$ cat config.mk
export PLATFORM = sky130hd
export DESIGN_NAME = wbcon_mreq_arb_flat
export DESIGN_NICKNAME = d
export VERILOG_FILES = /design/src/rtl/wbcon_mreq_arb_if.sv /design/src/rtl/wbcon_mreq_arb.sv /design/src/flat_wrapper.sv
export SDC_FILE = /design/constraint.sdc
export NUM_CORES = 1
export LEC_CHECK = 0
export BUFFER_PORTS_ARGS = -buffer_cell sky130_fd_sc_hd__clkbuf_2
export CORE_AREA = 2 2 67 69
export CTS_BUF_LIST = sky130_fd_sc_hd__clkbuf_2
export CTS_CLUSTER_DIAMETER = 150
export CTS_CLUSTER_SIZE = 24
export DETAILED_ROUTE_END_ITERATION = 12
export DIE_AREA = 0 0 69 71
export PLACE_DENSITY = 0.84
export SLEW_MARGIN = 30
export SYNTH_ARGS = -nofsm -noshare
export SYNTH_HDL_FRONTEND = slang
export SYNTH_SLANG_ARGS = --single-unit
$ cat constraint.sdc
create_clock -name i_clk -period 2.4 [get_ports i_clk]
set_input_delay 0.24 -clock i_clk [delete_from_list [all_inputs] [get_ports i_clk]]
set_output_delay 0.24 -clock i_clk [all_outputs]
set_load 0.005 [all_outputs]
$ cat src/rtl/wbcon_mreq_arb_if.sv
// One MREQ command link plus its Rx (write-data) and Tx (read-data) byte streams.
// master drives the request and write bytes; slave completes it and returns read bytes.
interface wbcon_mreq_arb_if #(
    parameter int COUNT_WIDTH   = 8,
    parameter int WB_ADDR_WIDTH = 24
) ();
    logic                     mreq_valid;
    logic                     mreq_ready;
    logic [WB_ADDR_WIDTH-1:0] mreq_addr;
    logic [COUNT_WIDTH-1:0]   mreq_cnt;
    logic                     mreq_wr;
    logic                     mreq_aincr;
    logic                     rx_valid;
    logic [7:0]               rx_data;
    logic                     rx_ready;
    logic                     tx_valid;
    logic [7:0]               tx_data;
    logic                     tx_ready;

    modport master (
        output mreq_valid, mreq_addr, mreq_cnt, mreq_wr, mreq_aincr,
        output rx_valid, rx_data, tx_ready,
        input  mreq_ready, rx_ready, tx_valid, tx_data
    );

    modport slave (
        input  mreq_valid, mreq_addr, mreq_cnt, mreq_wr, mreq_aincr,
        input  rx_valid, rx_data, tx_ready,
        output mreq_ready, rx_ready, tx_valid, tx_data
    );
endinterface

$ cat src/rtl/wbcon_mreq_arb.sv
// Two-requester arbiter in front of the Wishbone MREQ executor; the grant is held for a whole request.
// Define WBCON_ARB_FIXED_PRIO_EN for fixed priority (port 0 wins), otherwise round-robin.
module wbcon_mreq_arb #(
    parameter int COUNT_WIDTH   = 8,
    parameter int WB_ADDR_WIDTH = 24
) (
    input  logic              i_clk,
    input  logic              i_rst_n,
    wbcon_mreq_arb_if.slave   s0,
    wbcon_mreq_arb_if.slave   s1,
    wbcon_mreq_arb_if.master  m,
    output logic              o_busy,
    output logic              o_grant
);

    typedef enum logic {
        ST_IDLE = 1'b0,
        ST_BUSY = 1'b1
    } state_t;

    state_t state_reg, state_next;
    logic   grant_reg, grant_next;
    logic   winner;
`ifndef WBCON_ARB_FIXED_PRIO_EN
    logic   last_reg, last_next;
`endif

    logic [1:0]               s_mreq_valid;
    logic [WB_ADDR_WIDTH-1:0] s_mreq_addr  [2];
    logic [COUNT_WIDTH-1:0]   s_mreq_cnt   [2];
    logic [1:0]               s_mreq_wr;
    logic [1:0]               s_mreq_aincr;
    logic [1:0]               s_rx_valid;
    logic [7:0]               s_rx_data    [2];
    logic [1:0]               s_tx_ready;
    logic [1:0]               s_mreq_ready;
    logic [1:0]               s_rx_ready;
    logic [1:0]               s_tx_valid;
    logic [1:0]               sel;
    logic                     busy;

    // Gather both requesters into arrays so the per-port logic can be generated.
    assign s_mreq_valid    = {s1.mreq_valid, s0.mreq_valid};
    assign s_mreq_addr[0]  = s0.mreq_addr;
    assign s_mreq_addr[1]  = s1.mreq_addr;
    assign s_mreq_cnt[0]   = s0.mreq_cnt;
    assign s_mreq_cnt[1]   = s1.mreq_cnt;
    assign s_mreq_wr       = {s1.mreq_wr, s0.mreq_wr};
    assign s_mreq_aincr    = {s1.mreq_aincr, s0.mreq_aincr};
    assign s_rx_valid      = {s1.rx_valid, s0.rx_valid};
    assign s_rx_data[0]    = s0.rx_data;
    assign s_rx_data[1]    = s1.rx_data;
    assign s_tx_ready      = {s1.tx_ready, s0.tx_ready};

    always_comb begin
`ifdef WBCON_ARB_FIXED_PRIO_EN
        winner = ~s_mreq_valid[0];
`else
        // Both requesting: the port that did not win last time; otherwise the only requester.
        winner = (&s_mreq_valid) ? ~last_reg : ~s_mreq_valid[0];
`endif
    end

    always_comb begin
        state_next = state_reg;
        grant_next = grant_reg;
`ifndef WBCON_ARB_FIXED_PRIO_EN
        last_next  = last_reg;
`endif
        case (state_reg)
            ST_IDLE: begin
                if (|s_mreq_valid) begin
                    grant_next = winner;
                    state_next = ST_BUSY;
                end
            end
            ST_BUSY: begin
                // Grant is released only by the executor's completion pulse.
                if (m.mreq_ready) begin
                    state_next = ST_IDLE;
`ifndef WBCON_ARB_FIXED_PRIO_EN
                    last_next  = grant_reg;
`endif
                end
            end
            default: state_next = ST_IDLE;
        endcase
    end

    always_ff @(posedge i_clk or negedge i_rst_n) begin
        if (!i_rst_n) begin
            state_reg <= ST_IDLE;
            grant_reg <= 1'b0;
`ifndef WBCON_ARB_FIXED_PRIO_EN
            last_reg  <= 1'b1;
`endif
        end else begin
            state_reg <= state_next;
            grant_reg <= grant_next;
`ifndef WBCON_ARB_FIXED_PRIO_EN
            last_reg  <= last_next;
`endif
        end
    end

    assign busy    = (state_reg == ST_BUSY);
    assign o_busy  = busy;
    assign o_grant = grant_reg;

    generate
        for (genvar gi = 0; gi < 2; gi++) begin : g_port
            assign sel[gi]          = busy && (grant_reg == gi[0]);
            assign s_mreq_ready[gi] = sel[gi] & m.mreq_ready;
            assign s_rx_ready[gi]   = sel[gi] & m.rx_ready;
            assign s_tx_valid[gi]   = sel[gi] & m.tx_valid;
        end
    endgenerate

    assign s0.mreq_ready = s_mreq_ready[0];
    assign s1.mreq_ready = s_mreq_ready[1];
    assign s0.rx_ready   = s_rx_ready[0];
    assign s1.rx_ready   = s_rx_ready[1];
    assign s0.tx_valid   = s_tx_valid[0];
    assign s1.tx_valid   = s_tx_valid[1];
    // Read bytes fan out to both ports; tx_valid alone qualifies them.
    assign s0.tx_data    = m.tx_data;
    assign s1.tx_data    = m.tx_data;

    assign m.mreq_valid = busy & s_mreq_valid[grant_reg];
    assign m.mreq_addr  = busy ? s_mreq_addr[grant_reg] : '0;
    assign m.mreq_cnt   = busy ? s_mreq_cnt[grant_reg]  : '0;
    assign m.mreq_wr    = busy & s_mreq_wr[grant_reg];
    assign m.mreq_aincr = busy & s_mreq_aincr[grant_reg];
    assign m.rx_valid   = busy & s_rx_valid[grant_reg];
    assign m.rx_data    = busy ? s_rx_data[grant_reg] : 8'h00;
    assign m.tx_ready   = busy & s_tx_ready[grant_reg];

endmodule

$ cat src/flat_wrapper.sv
// flat-port wrapper written by rule: the top's interface ports become plain ports
module wbcon_mreq_arb_flat 
#(
    parameter int COUNT_WIDTH   = 8,
    parameter int WB_ADDR_WIDTH = 24
)
  (i_clk, i_rst_n, o_busy, o_grant, s0_mreq_valid, s0_mreq_addr, s0_mreq_cnt, s0_mreq_wr, s0_mreq_aincr, s0_rx_valid, s0_rx_data, s0_tx_ready, s0_mreq_ready, s0_rx_ready, s0_tx_valid, s0_tx_data, s1_mreq_valid, s1_mreq_addr, s1_mreq_cnt, s1_mreq_wr, s1_mreq_aincr, s1_rx_valid, s1_rx_data, s1_tx_ready, s1_mreq_ready, s1_rx_ready, s1_tx_valid, s1_tx_data, m_mreq_valid, m_mreq_addr, m_mreq_cnt, m_mreq_wr, m_mreq_aincr, m_rx_valid, m_rx_data, m_tx_ready, m_mreq_ready, m_rx_ready, m_tx_valid, m_tx_data);
  wbcon_mreq_arb_if #(.COUNT_WIDTH(COUNT_WIDTH), .WB_ADDR_WIDTH(WB_ADDR_WIDTH)) s0_i ();
  wbcon_mreq_arb_if #(.COUNT_WIDTH(COUNT_WIDTH), .WB_ADDR_WIDTH(WB_ADDR_WIDTH)) s1_i ();
  wbcon_mreq_arb_if #(.COUNT_WIDTH(COUNT_WIDTH), .WB_ADDR_WIDTH(WB_ADDR_WIDTH)) m_i ();
  input  logic i_clk;
  input  logic i_rst_n;
  output logic o_busy;
  output logic o_grant;
  input wire logic [$bits(s0_i.mreq_valid)-1:0] s0_mreq_valid;
  input wire logic [$bits(s0_i.mreq_addr)-1:0] s0_mreq_addr;
  input wire logic [$bits(s0_i.mreq_cnt)-1:0] s0_mreq_cnt;
  input wire logic [$bits(s0_i.mreq_wr)-1:0] s0_mreq_wr;
  input wire logic [$bits(s0_i.mreq_aincr)-1:0] s0_mreq_aincr;
  input wire logic [$bits(s0_i.rx_valid)-1:0] s0_rx_valid;
  input wire logic [$bits(s0_i.rx_data)-1:0] s0_rx_data;
  input wire logic [$bits(s0_i.tx_ready)-1:0] s0_tx_ready;
  output wire logic [$bits(s0_i.mreq_ready)-1:0] s0_mreq_ready;
  output wire logic [$bits(s0_i.rx_ready)-1:0] s0_rx_ready;
  output wire logic [$bits(s0_i.tx_valid)-1:0] s0_tx_valid;
  output wire logic [$bits(s0_i.tx_data)-1:0] s0_tx_data;
  input wire logic [$bits(s1_i.mreq_valid)-1:0] s1_mreq_valid;
  input wire logic [$bits(s1_i.mreq_addr)-1:0] s1_mreq_addr;
  input wire logic [$bits(s1_i.mreq_cnt)-1:0] s1_mreq_cnt;
  input wire logic [$bits(s1_i.mreq_wr)-1:0] s1_mreq_wr;
  input wire logic [$bits(s1_i.mreq_aincr)-1:0] s1_mreq_aincr;
  input wire logic [$bits(s1_i.rx_valid)-1:0] s1_rx_valid;
  input wire logic [$bits(s1_i.rx_data)-1:0] s1_rx_data;
  input wire logic [$bits(s1_i.tx_ready)-1:0] s1_tx_ready;
  output wire logic [$bits(s1_i.mreq_ready)-1:0] s1_mreq_ready;
  output wire logic [$bits(s1_i.rx_ready)-1:0] s1_rx_ready;
  output wire logic [$bits(s1_i.tx_valid)-1:0] s1_tx_valid;
  output wire logic [$bits(s1_i.tx_data)-1:0] s1_tx_data;
  output wire logic [$bits(m_i.mreq_valid)-1:0] m_mreq_valid;
  output wire logic [$bits(m_i.mreq_addr)-1:0] m_mreq_addr;
  output wire logic [$bits(m_i.mreq_cnt)-1:0] m_mreq_cnt;
  output wire logic [$bits(m_i.mreq_wr)-1:0] m_mreq_wr;
  output wire logic [$bits(m_i.mreq_aincr)-1:0] m_mreq_aincr;
  output wire logic [$bits(m_i.rx_valid)-1:0] m_rx_valid;
  output wire logic [$bits(m_i.rx_data)-1:0] m_rx_data;
  output wire logic [$bits(m_i.tx_ready)-1:0] m_tx_ready;
  input wire logic [$bits(m_i.mreq_ready)-1:0] m_mreq_ready;
  input wire logic [$bits(m_i.rx_ready)-1:0] m_rx_ready;
  input wire logic [$bits(m_i.tx_valid)-1:0] m_tx_valid;
  input wire logic [$bits(m_i.tx_data)-1:0] m_tx_data;
  assign s0_i.mreq_valid = s0_mreq_valid;
  assign s0_i.mreq_addr = s0_mreq_addr;
  assign s0_i.mreq_cnt = s0_mreq_cnt;
  assign s0_i.mreq_wr = s0_mreq_wr;
  assign s0_i.mreq_aincr = s0_mreq_aincr;
  assign s0_i.rx_valid = s0_rx_valid;
  assign s0_i.rx_data = s0_rx_data;
  assign s0_i.tx_ready = s0_tx_ready;
  assign s0_mreq_ready = s0_i.mreq_ready;
  assign s0_rx_ready = s0_i.rx_ready;
  assign s0_tx_valid = s0_i.tx_valid;
  assign s0_tx_data = s0_i.tx_data;
  assign s1_i.mreq_valid = s1_mreq_valid;
  assign s1_i.mreq_addr = s1_mreq_addr;
  assign s1_i.mreq_cnt = s1_mreq_cnt;
  assign s1_i.mreq_wr = s1_mreq_wr;
  assign s1_i.mreq_aincr = s1_mreq_aincr;
  assign s1_i.rx_valid = s1_rx_valid;
  assign s1_i.rx_data = s1_rx_data;
  assign s1_i.tx_ready = s1_tx_ready;
  assign s1_mreq_ready = s1_i.mreq_ready;
  assign s1_rx_ready = s1_i.rx_ready;
  assign s1_tx_valid = s1_i.tx_valid;
  assign s1_tx_data = s1_i.tx_data;
  assign m_mreq_valid = m_i.mreq_valid;
  assign m_mreq_addr = m_i.mreq_addr;
  assign m_mreq_cnt = m_i.mreq_cnt;
  assign m_mreq_wr = m_i.mreq_wr;
  assign m_mreq_aincr = m_i.mreq_aincr;
  assign m_rx_valid = m_i.rx_valid;
  assign m_rx_data = m_i.rx_data;
  assign m_tx_ready = m_i.tx_ready;
  assign m_i.mreq_ready = m_mreq_ready;
  assign m_i.rx_ready = m_rx_ready;
  assign m_i.tx_valid = m_tx_valid;
  assign m_i.tx_data = m_tx_data;
  wbcon_mreq_arb #(.COUNT_WIDTH(COUNT_WIDTH), .WB_ADDR_WIDTH(WB_ADDR_WIDTH)) u_core (.i_clk(i_clk), .i_rst_n(i_rst_n), .s0(s0_i), .s1(s1_i), .m(m_i), .o_busy(o_busy), .o_grant(o_grant));
endmodule
==> results.cfg <==
[critical_path]
worst_setup_path_start_kind = register
crit-reg2reg-capture = u_core.last_reg$_DFFE_PN1P_
r2r_cells = 3
r2r_start = u_core.o_grant$_DFFE_PN0P_
worst-setup-path-type = register to output pin
endpoint_kind = output pin
required_ps = 2160
cp_data_arrival_time_ps = 1770
r2r_slack_ps = 900
crit_fanout = 27

[clocking]
cts_tree = done
cts_made_buffers = 3
cts_buffer_depth = 2
cts-root-buf = clkbuf_2
cts_sinks = 3
clkTransAtPathRegs_ps = 50
cts_max_level = 1
cts_repair_resize_count = 0
clk_latency_ps = 210

[min_path]
min-delay-start = s1_mreq_valid
hold_path_depth = 2
min_path_type = input port to register
min_delay_worst_endpoint = u_core.o_busy$_DFF_PN0_

[finish]
fin_area_sq_um = 1640
nFillCells = 455
diodes = 0
nets = 364
fin_util = 0.389
drive_above_1_share = 0.596
synthToLayoutAreaGrowth_pct = 62.2

[global_route]
grt_max_degree = 47
grtUsageTotal = 0.124
grt_pass1_wl_mm = 5.29
grt_pass1_vias = 1240
grt.overflow.total = 0
antenna_found_initial = 0

[route]
first_pass_iters = 4
wl_mm = 3.26
vias = 1340
drc = 0
wl_per_cell_um = 10.4
viasPerCell = 4.29
drtIter0Drc = 20
drtAntennaViolNets = 0

[sta]
tns_ps = 0
hold_violations = 0
post-route-period-util = 0.839
slew_headroom = 0.524
finalSetupViolCount = 0
period_minus_slack_ps = 2010
whs_ps = 288
fin_skew_ps = 8.56
max_clock_freq_ghz = 0.497
rsz0062_at_grt = no
worst_slew_pin_slew_ps = 714
setup_ws_ps = 387
slew_viol_final = 0

[die]
die_area_sq_um = 4900
initial_utilization = 0.240
core_sq_um = 4200
die_x_um = 69
boundaryPins = 172
row_count = 24
die_y_um = 71

[power_and_ir_drop]
vdd_drop_max_uv = 319
p_leak_uw = 0.00109
p_per_area_nw_per_um2 = 468

[placed_design]
dp_slack_ps = 598
dp_hpwl_mm = 2.75
io_buffers = 147
gp_congestion = 0.688
place_area_sq_um = 1610

[yosys]
syn_area_sq_um = 1010
ys_seq_area_frac = 0.0757
ys_types = 17
syn_avg_cell_area_sq_um = 7.58
yosys_warnings = 0
syn_inst = 133
syn-num-nets = 236
synth-seq-cells = 3

[status]
status = finished clean

[flow_run]
cap_violations = 0
[where the power goes]
group | internal [uW] | switching (uW)
Clock | 44.0 | 29.3
Combinational | 325 | 241
Sequential | 65.1 | 59.5
Total | 435 | 330
[Yosys cell counts (all sizes together)]
cell type	number	share of area
a21o	1	0.0074
a32o	1	0.0099
and2	3	0.019
and3	3	0.019
buf	26	0.22
dfrtp	2	0.050
dfstp	1	0.026
inv	1	0.0037
mux2i	45	0.45
nand2	2	0.0074
nand2b	1	0.0062
nor2	45	0.17
nor2b	1	0.0062
o31a	1	0.0087
[final cells by class]
cell class	count	area [sq um]	share of cell area
clock buffer	4	20.0	0.0122
sequential	3	77.6	0.0474
multi-input combinational	103	703	0.430
tap	52	65.1	0.0398
inverter	1	3.75	0.00230
timing repair buffer	149	766	0.468
[placed cells by master, fill, tap and decap left out]
master         instances
nand2b_1               1
dfrtp_2                1
dfrtp_1                1
a32o_1                 1
and3_1                 3
clkbuf_2             151
buf_12                 1
inv_2                  1
a21o_1                 1
o31a_1                 1
nor2_1                45
and2_1                 3
dfstp_2                1
nand2_1                2
mux2i_1               45
nor2b_1                1
dlygate4sd3_1          1
[worst max-delay path, cell delays in order, from the launching register on]
cell and delay (ps):
dfrtp_2 810, buf_12 280, mux2i_1 230, nor2_1 60
clkbuf_2 140
[how the worst max path moves through the flow]
stage	startpoint	slack (ps)	cells past startpoint	end
global route	u_core.o_grant$_DFFE_PN0P_	250	4	m_mreq_addr[6]
CTS	u_core.o_grant$_DFFE_PN0P_	350	4	m_mreq_addr[21]
detailed placement	u_core.o_grant$_DFFE_PN0P_	600	4	m_mreq_addr[21]
finish	u_core.o_grant$_DFFE_PN0P_	390	4	m_mreq_addr[21]
global placement	u_core.o_grant$_DFFE_PN0P_	670	4	m_mreq_addr[13]
floorplan	u_core.o_grant$_DFFE_PN0P_	1160	5	m_mreq_addr[16]
[logic make-up after synthesis]
group | share of synthesized area
simple gates | 0.225
compound gates | 0.0261
buf+inv | 0.227
mux | 0.447
flops | 0.0757
[stage by stage]
step	cells	power [uW]
6_report	312	765
3_5_place_dp	307	702
5_1_grt	312	840
3_3_place_gp	307	684
2_1_floorplan	133	528
4_1_cts	312	783
[per-layer routing]
| metal | up-vias | GRT usage | routed length [um] |
|---|---|---|---|
| met1 | 574 | 0.136 | 1190 |
| met2 | 79 | 0.229 | 1710 |
| met5 | - | 0 | 0 |
| met3 | 4 | 0.0370 | 340 |
| met4 | 0 | 0.0414 | 15 |
| li1 | 683 | - | - |
[repair_timing]
action                    4_1_cts  5_1_grt
hold endpoints to repair        3        0
buffers inserted                0        0
hold buffers                    1        0
Power figures use the tool's default switching activity.
